===== config.mk =====
export PLATFORM = sky130hd
export DESIGN_NAME = tdc_meas_ctrl
export DESIGN_NICKNAME = d
export VERILOG_FILES = /design/src/rtl/tdc_pkg.sv /design/src/rtl/tdc_edge_det.sv /design/src/rtl/tdc_meas_ctrl.sv
export SDC_FILE = /design/constraint.sdc
export NUM_CORES = 1
export LEC_CHECK = 0
export ABC_AREA = 1
export BUFFER_PORTS_ARGS = -buffer_cell sky130_fd_sc_hd__buf_4
export CAP_MARGIN = 15
export CORE_UTILIZATION = 50
export CTS_BUF_LIST = sky130_fd_sc_hd__clkbuf_4 sky130_fd_sc_hd__clkbuf_8 sky130_fd_sc_hd__clkbuf_16
export CTS_CLUSTER_DIAMETER = 150
export DETAILED_ROUTE_END_ITERATION = 8
export PLACE_DENSITY_LB_ADDON = 0.1
export SYNTH_ARGS = -nofsm -noshare
export SYNTH_HDL_FRONTEND = slang
export SYNTH_SLANG_ARGS = --single-unit

===== constraint.sdc =====
create_clock -name clk -period 4.52 [get_ports clk]
set_input_delay 0.678 -clock clk [delete_from_list [all_inputs] [get_ports clk]]
set_output_delay 0.678 -clock clk [all_outputs]
set_load 0.02 [all_outputs]

===== src/rtl/tdc_pkg.sv =====
// tdc_pkg: shared types and constants for the TDC coarse measurement sequencer.
//   tdc_state_t     - sequencer state encoding (IDLE, ARMED, COUNT, DONE)
//   TDC_CNT_WIDTH   - default coarse counter / result width
//   TDC_TIMEOUT_OFF - cfg_timeout value that disables the timeout
package tdc_pkg;

  localparam int unsigned TDC_CNT_WIDTH   = 16;
  localparam int unsigned TDC_TIMEOUT_OFF = 0;

  typedef enum logic [1:0] {
    IDLE  = 2'd0,
    ARMED = 2'd1,
    COUNT = 2'd2,
    DONE  = 2'd3
  } tdc_state_t;

endpackage


===== src/rtl/tdc_edge_det.sv =====
// tdc_edge_det: registered rising-edge detector for a clk-synchronous level.
// A level held high for many cycles yields a single one-cycle pulse, one
// cycle after the rising edge is sampled.
// Ports:
//   clk   - system clock, rising edge
//   rst   - synchronous active-high reset (previous value cleared to 0)
//   d     - input level
//   pulse - one-cycle pulse for each 0->1 transition of d
module tdc_edge_det (
  input  logic clk,
  input  logic rst,
  input  logic d,
  output logic pulse
);

  logic prev_q;
  logic prev_d;
  logic pulse_q;
  logic pulse_d;

  // Next-state: remember the current level, flag a 0->1 transition
  always_comb begin
    prev_d  = d;
    pulse_d = d & ~prev_q;
  end

  // Detector registers
  always_ff @(posedge clk) begin
    if (rst) begin
      prev_q  <= 1'b0;
      pulse_q <= 1'b0;
    end else begin
      prev_q  <= prev_d;
      pulse_q <= pulse_d;
    end
  end

  assign pulse = pulse_q;

endmodule


===== src/rtl/tdc_meas_ctrl.sv =====
// tdc_meas_ctrl: TDC coarse measurement sequencer.
// Arms on request, waits for a start event, counts clk cycles until a stop
// event or a programmable timeout, then offers the coarse result on a
// valid/ready interface.
// Optional build macro: TDC_EDGE_DETECT_EN - start_in/stop_in pass through
// registered rising-edge detectors (both delayed by one cycle, so the
// measured interval is unchanged).
// Ports:
//   clk, rst          - system clock; synchronous active-high reset
//   arm               - request a measurement (honoured in IDLE only)
//   abort             - cancel everything, back to IDLE next cycle
//   start_in, stop_in - start/stop events, synchronous to clk
//   cfg_timeout       - timeout in cycles (0 = no timeout), sampled at start
//   busy              - high in ARMED, COUNT and DONE
//   result_data       - coarse cycle count
//   result_timeout    - measurement ended by timeout
//   result_overflow   - counter saturated
//   result_valid      - result available
//   result_ready      - downstream accepts the result
module tdc_meas_ctrl
  import tdc_pkg::*;
#(
  parameter int unsigned CNT_WIDTH = TDC_CNT_WIDTH
) (
  input  logic                 clk,
  input  logic                 rst,
  input  logic                 arm,
  input  logic                 abort,
  input  logic                 start_in,
  input  logic                 stop_in,
  input  logic [CNT_WIDTH-1:0] cfg_timeout,
  output logic                 busy,
  output logic [CNT_WIDTH-1:0] result_data,
  output logic                 result_timeout,
  output logic                 result_overflow,
  output logic                 result_valid,
  input  logic                 result_ready
);

  localparam logic [CNT_WIDTH-1:0] TMO_OFF = CNT_WIDTH'(TDC_TIMEOUT_OFF);

  logic start_s;
  logic stop_s;

`ifdef TDC_EDGE_DETECT_EN
  tdc_edge_det u_start_det (
    .clk   (clk),
    .rst   (rst),
    .d     (start_in),
    .pulse (start_s)
  );

  tdc_edge_det u_stop_det (
    .clk   (clk),
    .rst   (rst),
    .d     (stop_in),
    .pulse (stop_s)
  );
`else
  assign start_s = start_in;
  assign stop_s  = stop_in;
`endif

  tdc_state_t           state_q, state_d;
  logic [CNT_WIDTH-1:0] cnt_q, cnt_d;
  logic [CNT_WIDTH-1:0] tmo_q, tmo_d;
  logic                 ovf_q, ovf_d;
  logic [CNT_WIDTH-1:0] res_data_q, res_data_d;
  logic                 res_timeout_q, res_timeout_d;
  logic                 res_overflow_q, res_overflow_d;
  logic                 busy_q, busy_d;
  logic                 valid_q, valid_d;

  // One bit wider than the counter so the timeout compare cannot alias on wrap
  logic [CNT_WIDTH:0]   cnt_inc_s;
  logic                 cnt_sat_s;
  logic                 tmo_hit_s;

  // Saturating increment: all-ones stays all-ones
  function automatic logic [CNT_WIDTH-1:0] sat_inc(input logic [CNT_WIDTH-1:0] v);
    logic [CNT_WIDTH-1:0] r;
    if (v == {CNT_WIDTH{1'b1}}) begin
      r = v;
    end else begin
      r = v + CNT_WIDTH'(1);
    end
    return r;
  endfunction

  // Counter status: saturation and timeout hit for the current cycle
  always_comb begin
    cnt_inc_s = {1'b0, cnt_q} + (CNT_WIDTH + 1)'(1);
    cnt_sat_s = (cnt_q == {CNT_WIDTH{1'b1}});
    tmo_hit_s = (tmo_q != TMO_OFF) && (cnt_inc_s == {1'b0, tmo_q});
  end

  // Next-state and result computation
  always_comb begin
    state_d        = state_q;
    cnt_d          = cnt_q;
    tmo_d          = tmo_q;
    ovf_d          = ovf_q;
    res_data_d     = res_data_q;
    res_timeout_d  = res_timeout_q;
    res_overflow_d = res_overflow_q;

    case (state_q)
      IDLE: begin
        if (arm) begin
          state_d = ARMED;
        end else begin
          state_d = IDLE;
        end
      end

      ARMED: begin
        if (start_s && stop_s) begin
          // Coincident start/stop: zero-length measurement
          state_d        = DONE;
          res_data_d     = {CNT_WIDTH{1'b0}};
          res_timeout_d  = 1'b0;
          res_overflow_d = 1'b0;
        end else if (start_s) begin
          state_d = COUNT;
          cnt_d   = {CNT_WIDTH{1'b0}};
          ovf_d   = 1'b0;
          tmo_d   = cfg_timeout;
        end else begin
          state_d = ARMED;
        end
      end

      COUNT: begin
        if (stop_s) begin
          // Stop wins over a timeout falling in the same cycle
          state_d        = DONE;
          res_data_d     = sat_inc(cnt_q);
          res_timeout_d  = 1'b0;
          res_overflow_d = ovf_q | cnt_sat_s;
        end else if (tmo_hit_s) begin
          state_d        = DONE;
          res_data_d     = tmo_q;
          res_timeout_d  = 1'b1;
          res_overflow_d = ovf_q;
        end else if (cnt_sat_s) begin
          ovf_d = 1'b1;
        end else begin
          cnt_d = cnt_inc_s[CNT_WIDTH-1:0];
        end
      end

      DONE: begin
        if (result_ready) begin
          state_d = IDLE;
        end else begin
          state_d = DONE;
        end
      end

      default: begin
        state_d = IDLE;
      end
    endcase

    if (abort) begin
      state_d = IDLE;
    end else begin
      state_d = state_d;
    end

    busy_d  = (state_d != IDLE);
    valid_d = (state_d == DONE);
  end

  // Sequencer, counter and result registers
  always_ff @(posedge clk) begin
    if (rst) begin
      state_q        <= IDLE;
      cnt_q          <= {CNT_WIDTH{1'b0}};
      tmo_q          <= {CNT_WIDTH{1'b0}};
      ovf_q          <= 1'b0;
      res_data_q     <= {CNT_WIDTH{1'b0}};
      res_timeout_q  <= 1'b0;
      res_overflow_q <= 1'b0;
      busy_q         <= 1'b0;
      valid_q        <= 1'b0;
    end else begin
      state_q        <= state_d;
      cnt_q          <= cnt_d;
      tmo_q          <= tmo_d;
      ovf_q          <= ovf_d;
      res_data_q     <= res_data_d;
      res_timeout_q  <= res_timeout_d;
      res_overflow_q <= res_overflow_d;
      busy_q         <= busy_d;
      valid_q        <= valid_d;
    end
  end

  assign busy            = busy_q;
  assign result_valid    = valid_q;
  assign result_data     = res_data_q;
  assign result_timeout  = res_timeout_q;
  assign result_overflow = res_overflow_q;

endmodule


# Word-level counts from Yosys, hierarchy flattened
# Cells that the tools add are included.
# W data, S select, Z words.
# word_totals
reg_bits	55
in_bits	23
output_inout_bits	20
elab_cells	69
# classes
addsub	2
n_eq_ne	14
muxes	32
bitwise_logic	2
n_reduce_logical	10
# ops
op	count
$mux W16	9
$pmux W16 S2	2
$add A16 B1 Y17 const B	1
$eq A17 B16 Y1	1
$add A16 B1 Y16 const B	1
$eq A16 B16 Y1 const B	1
$reduce_bool A16 Y1	1
$ne A2 B2 Y1 const B	7
$mux W2	6
$reduce_and A6 Y1	2
$mux W1	11
$pmux W2 S4	1
$eq A2 B2 Y1 const B	3
$pmux W1 S2	3
$reduce_and A3 Y1	2
$reduce_bool A2 Y1	2
$ne A3 B3 Y1 const B	1
$eq A2 B1 Y1 const B	1
$logic_and A1 B1 Y1	2
$logic_not A2 Y1	1
$not A1 Y1	1
$or A1 B1 Y1	1

# Depth between registers and ports, before layout
# depth
ltp_word	8
ltp_mapped	18
mapped_depth_nobuf	17

# Worst setup path after synthesis
# Ideal clock, no wire load.
# synth_timing
path_type	register -> register
from	register cnt_q[0]
to	register res_overflow_q (netlist: result_overflow)
setup_ns	0.115
arrival_time_ns	2.002
required_ns	4.405
slack_ns	2.403
path_stages_with_launch	17
n_path_buf	2
synth_period_minus_slack_ns	2.117
path_cell_list	dfxtp_1 ha_1 nand2_2 nor2_4 nand2_2 nor2_2 nand3_1 o21ai_0 nor2_1 nand2_1 nor2_1 nand3_2 nand2_2 buf_6 buf_12 a21oi_1 nor2_1
# synth_via
elab_chain_cells	5
word_cells_on_any_way	9
classes_between	add/sub (1); eq/ne (3); mux (2); bitwise (1); reduce/logical (2)
# synth_lines
element	line	source
from (decl)	tdc_meas_ctrl.sv:65	logic [CNT_WIDTH-1:0] cnt_q, cnt_d;
from (signal assigned)	tdc_meas_ctrl.sv:179	cnt_q <= {CNT_WIDTH{1'b0}};
from (signal assigned)	tdc_meas_ctrl.sv:189	cnt_q <= cnt_d;
$add A16 B1 Y17	tdc_meas_ctrl.sv:92	cnt_inc_s = {1'b0, cnt_q} + (CNT_WIDTH + 1)'(1);
$eq A17 B16 Y1	tdc_meas_ctrl.sv:94	tmo_hit_s = (tmo_q != TMO_OFF) && (cnt_inc_s == {1'b0, tmo_q});
$logic_and A1 B1 Y1	tdc_meas_ctrl.sv:94	
$ne A3 B3 Y1 (no source line)	-	
$reduce_and A3 Y1 (no source line)	-	
to (signal assigned)	tdc_meas_ctrl.sv:194	res_overflow_q <= res_overflow_d;
to (decl)	tdc_meas_ctrl.sv:70	logic res_overflow_q, res_overflow_d;
# Several ways; a longest one is shown, not always the timed one.
# A chain may end at the register's enable or synchronous reset.

# Worst setup path after layout
# layout_timing
from	register cnt_q[0]
to	register cnt_q[3]
# layout_via
elab_chain_cells	5
word_cells_on_any_way	11
classes_between	add/sub (1); eq/ne (4); mux (4); reduce/logical (2)
# layout_lines
element	line
$add A16 B1 Y17	tdc_meas_ctrl.sv:92
$eq A17 B16 Y1 or $mux W16 (tied branches)	tdc_meas_ctrl.sv:94, tdc_meas_ctrl.sv:145
$logic_and A1 B1 Y1 or $mux W16 (tied branches)	tdc_meas_ctrl.sv:94, tdc_meas_ctrl.sv:140
$ne A2 B2 Y1 (no source line) or $mux W16 (tied branches)	-
$reduce_and A6 Y1 (no source line) or $pmux W16 S2 (tied branches)	-
# Several ways; a longest one is shown, not always the timed one. The select of a mux whose other input is x is not followed.

==> results.yml <==
status:
  status: "finished, final reports clean"
sta:
  period_needed_ns: 3.18
  final-hold-violation-count: 0
  max_freq_mhz: 315
  tns_ns: 0
  rsz0062_at_grt: "false"
  worstMarginPinSlew_ns: 1.14
  post-route-period-util_pct: 70.3
  hold-worst-slack_ns: 0.473
  setup_violations: 0
  finalMaxSlewViolations: 0
  relSlewSlack_pct: 23.8
  fin_skew_ns: 0.00949
detailed_routing:
  drt_iter0_markers: 239
  viasPerCell: 5.43
  postRouteAntennaNets: 0
  drcViolationCount: 0
  wl_per_cell_um: 14.6
  routed_wl_mm: 10.2
  drt_first_pass_iters: 5
  via_count: 3796
critical_path:
  crit_arrival_ns: 3.44
  required_ns: 4.79
  startpoint_type: "flop"
  crit_path_top_delay_cell: "nand3_1"
  path_max_fanout: 31
  crit_chain: "ha_1 -> nand2_2 -> nor2_4 -> nand2_2 -> nor2_2 -> nand3_1 -> inv_2 -> nor2_1 -> nand2_1 -> nor2_1 -> nand3_1 -> nand3_1 -> nand2_1 -> nand2_1 -> nor2_1"
  path_class: "flop to flop"
  critPathCaptureType: "flop"
  max_stage_delay_ns: 0.78
final_layout:
  layout.nets: 630
  post-route-util_pct: 58.4
  seq_area_um2: 1100
  fin_area_um2: 4010
  multi_input_area_um2: 2140
  synthToLayoutAreaGrowth_pct: 11.7
  drive_gt1_share_pct: 15.9
  n_fill_cell: 722
  diodes: 0
clock_network:
  htree_levels: 2
  cts_tree: "yes"
  ctsHoldBuffers: 0
  clock_sinks: 55
  clockRootBuffer: "clkbuf_8"
  max-clock-path-buffers: 2
  cts_setup_buffers: 0
  cts_buffers: 5
  ctsResizeCount: 0
  clk_pin_slew_worst_paths_ns: 0.11
  clock_latency_ns: 0.32
die:
  die-area_um2: 7520
  io_pins: 43
  dieWidth_um: 86.7
  row_count: 30
  core_um2: 6870
  start_util_pct: 52.3
  die_h_um: 86.7
placed_design:
  place_congestion: 0.919
  dpl_cell_area_um2: 3920
  dpl.hpwl_mm: 7.61
  port-buffer-count: 42
yosys:
  synth_edf_count: 0
  synth-seq-cells: 55
  syn_area_um2: 3590
  synth_top_area_cell: "dfxtp_1"
  async_flop_share_pct: 0
  syn-num-nets: 603
  ys_top_cells_by_area: "dfxtp_1, nand2_1, nor2_1"
  syn_avg_cell_area_um2: 6.24
  ys.flop_type: "dfxtp_1"
  synth_cell_type_count: 34
  synth_top_area_share_pct: 30.7
  syn-instance-count: 575
  synth.yosys.warnings: 0
  yosysSeqAreaShare_pct: 30.7
  synth_commonest_cells: "nand2_1, nor2_1, inv_1, dfxtp_1, nand3_1"
  synth_most_common_cell: "nand2_1"
run:
  cap_violations: 0
global_routing:
  grt_max_degree: 36
  grt_pass1_wl_mm: 16.3
  track_usage_pct: 28.0
  gr-total-overflow: 0
  antenna_found_initial: 0
  grt_pass1_vias: 3440
hold_path:
  min_path_type: "flop to flop"
pwr:
  p_total_mw: 0.974
  power_density_nw_per_um2: 243
  ir_drop_v: 0.000123
  p_leak_nw: 1.76
cell type report:
class	instances	share of cell area, %
Clock inverter	3	0.562
Timing Repair Buffer	43	8.05
Multi-Input combinational cell	436	53.5
Clock buffer	5	1.72
Sequential cell	55	27.5
Inverter	61	5.71
Tap cell	96	3.00
final timing paths:
| kind | depth (start not counted) | slack (ns) | end | startpoint |
|---|---|---|---|---|
| setup / recovery | 15 | 1.34 | cnt_q[3]$_SDFFE_PP0P_ | cnt_q[0]$_SDFFE_PP0P_ |
| hold / removal | 2 | 0.47 | result_data[4]$_SDFFE_PP0P_ | result_data[4]$_SDFFE_PP0P_ |
| setup reg to reg | 15 | 1.34 | cnt_q[3]$_SDFFE_PP0P_ | cnt_q[0]$_SDFFE_PP0P_ |
| hold reg to reg | 2 | 0.47 | result_data[4]$_SDFFE_PP0P_ | result_data[4]$_SDFFE_PP0P_ |
report_power, final:
group          switching (mW)  leakage, nW  internal [mW]
sequential             0.0176        0.446          0.498
combinational           0.104         1.26         0.0587
clock                   0.184       0.0485          0.112
total                   0.306         1.76          0.669
cells in the final DEF (no fill, tap or decap), types with 5 or more instances in the layout:
| cell type | netlist | final |
|---|---|---|
| nor2_2 | 7 | 7 |
| o21ai_0 | 23 | 23 |
| nor3_1 | 5 | 5 |
| nand3_2 | 11 | 11 |
| a311oi_1 | 10 | 10 |
| ha_1 | 5 | 5 |
| nand2_2 | 9 | 9 |
| nand3_1 | 46 | 46 |
| inv_1 | 56 | 56 |
| a21oi_1 | 32 | 32 |
| nand2_1 | 152 | 152 |
| nor2_1 | 95 | 95 |
| nand4_1 | 13 | 13 |
| dfxtp_1 | 55 | 55 |
| clkbuf_8 | 0 | 5 |
| buf_4 | 1 | 43 |
| a21oi_2 | 9 | 9 |
registers in the layout, summed over array words and instances (netlist names):
signal,cells
result_valid,1
ovf_q,1
result_overflow,1
tmo_q,16
result_data,16
cnt_q,16
result_timeout,1
state_q,2
busy,1
per-stage QoR:
stage               instances  setup slack, ns
floorplan                 575             2.40
global placement          691             1.52
detailed placement        691             1.39
CTS                       699             1.36
global route              699            0.957
finish                    699             1.34
routing by layer:
layer / up-vias / share of wire, % / global-route usage (%) / wire, µm
li1: 1915 / - / - / -
met1: 1738 / 43 / 36.6 / 4370
met2: 126 / 49 / 48.7 / 4980
met3: 17 / 6.3 / 2.86 / 645
met4: 0 / 1.9 / 8.18 / 197
met5: - / 0 / 0 / 0
cells by family (layout without fill, tap and decap cells):
family	Yosys count	count (layout)	share of synthesized area, %
fa+ha+maj	5	5	1.74
compound gates	86	86	14.6
buf+inv	84	112	9.69
xor+xnor	2	2	0.906
flops	55	55	30.7
simple gates	343	343	42.4
worst max-delay path: cells and delay by family (launching register included):
family | cells | cell delay (ns)
buffers and inverters | 1 | 0.21
adders and majority gates | 1 | 0.25
and+or+nand+nor | 13 | 2.19
DFF | 1 | 0.46
Note: power is estimated with default switching activity, not from simulation.
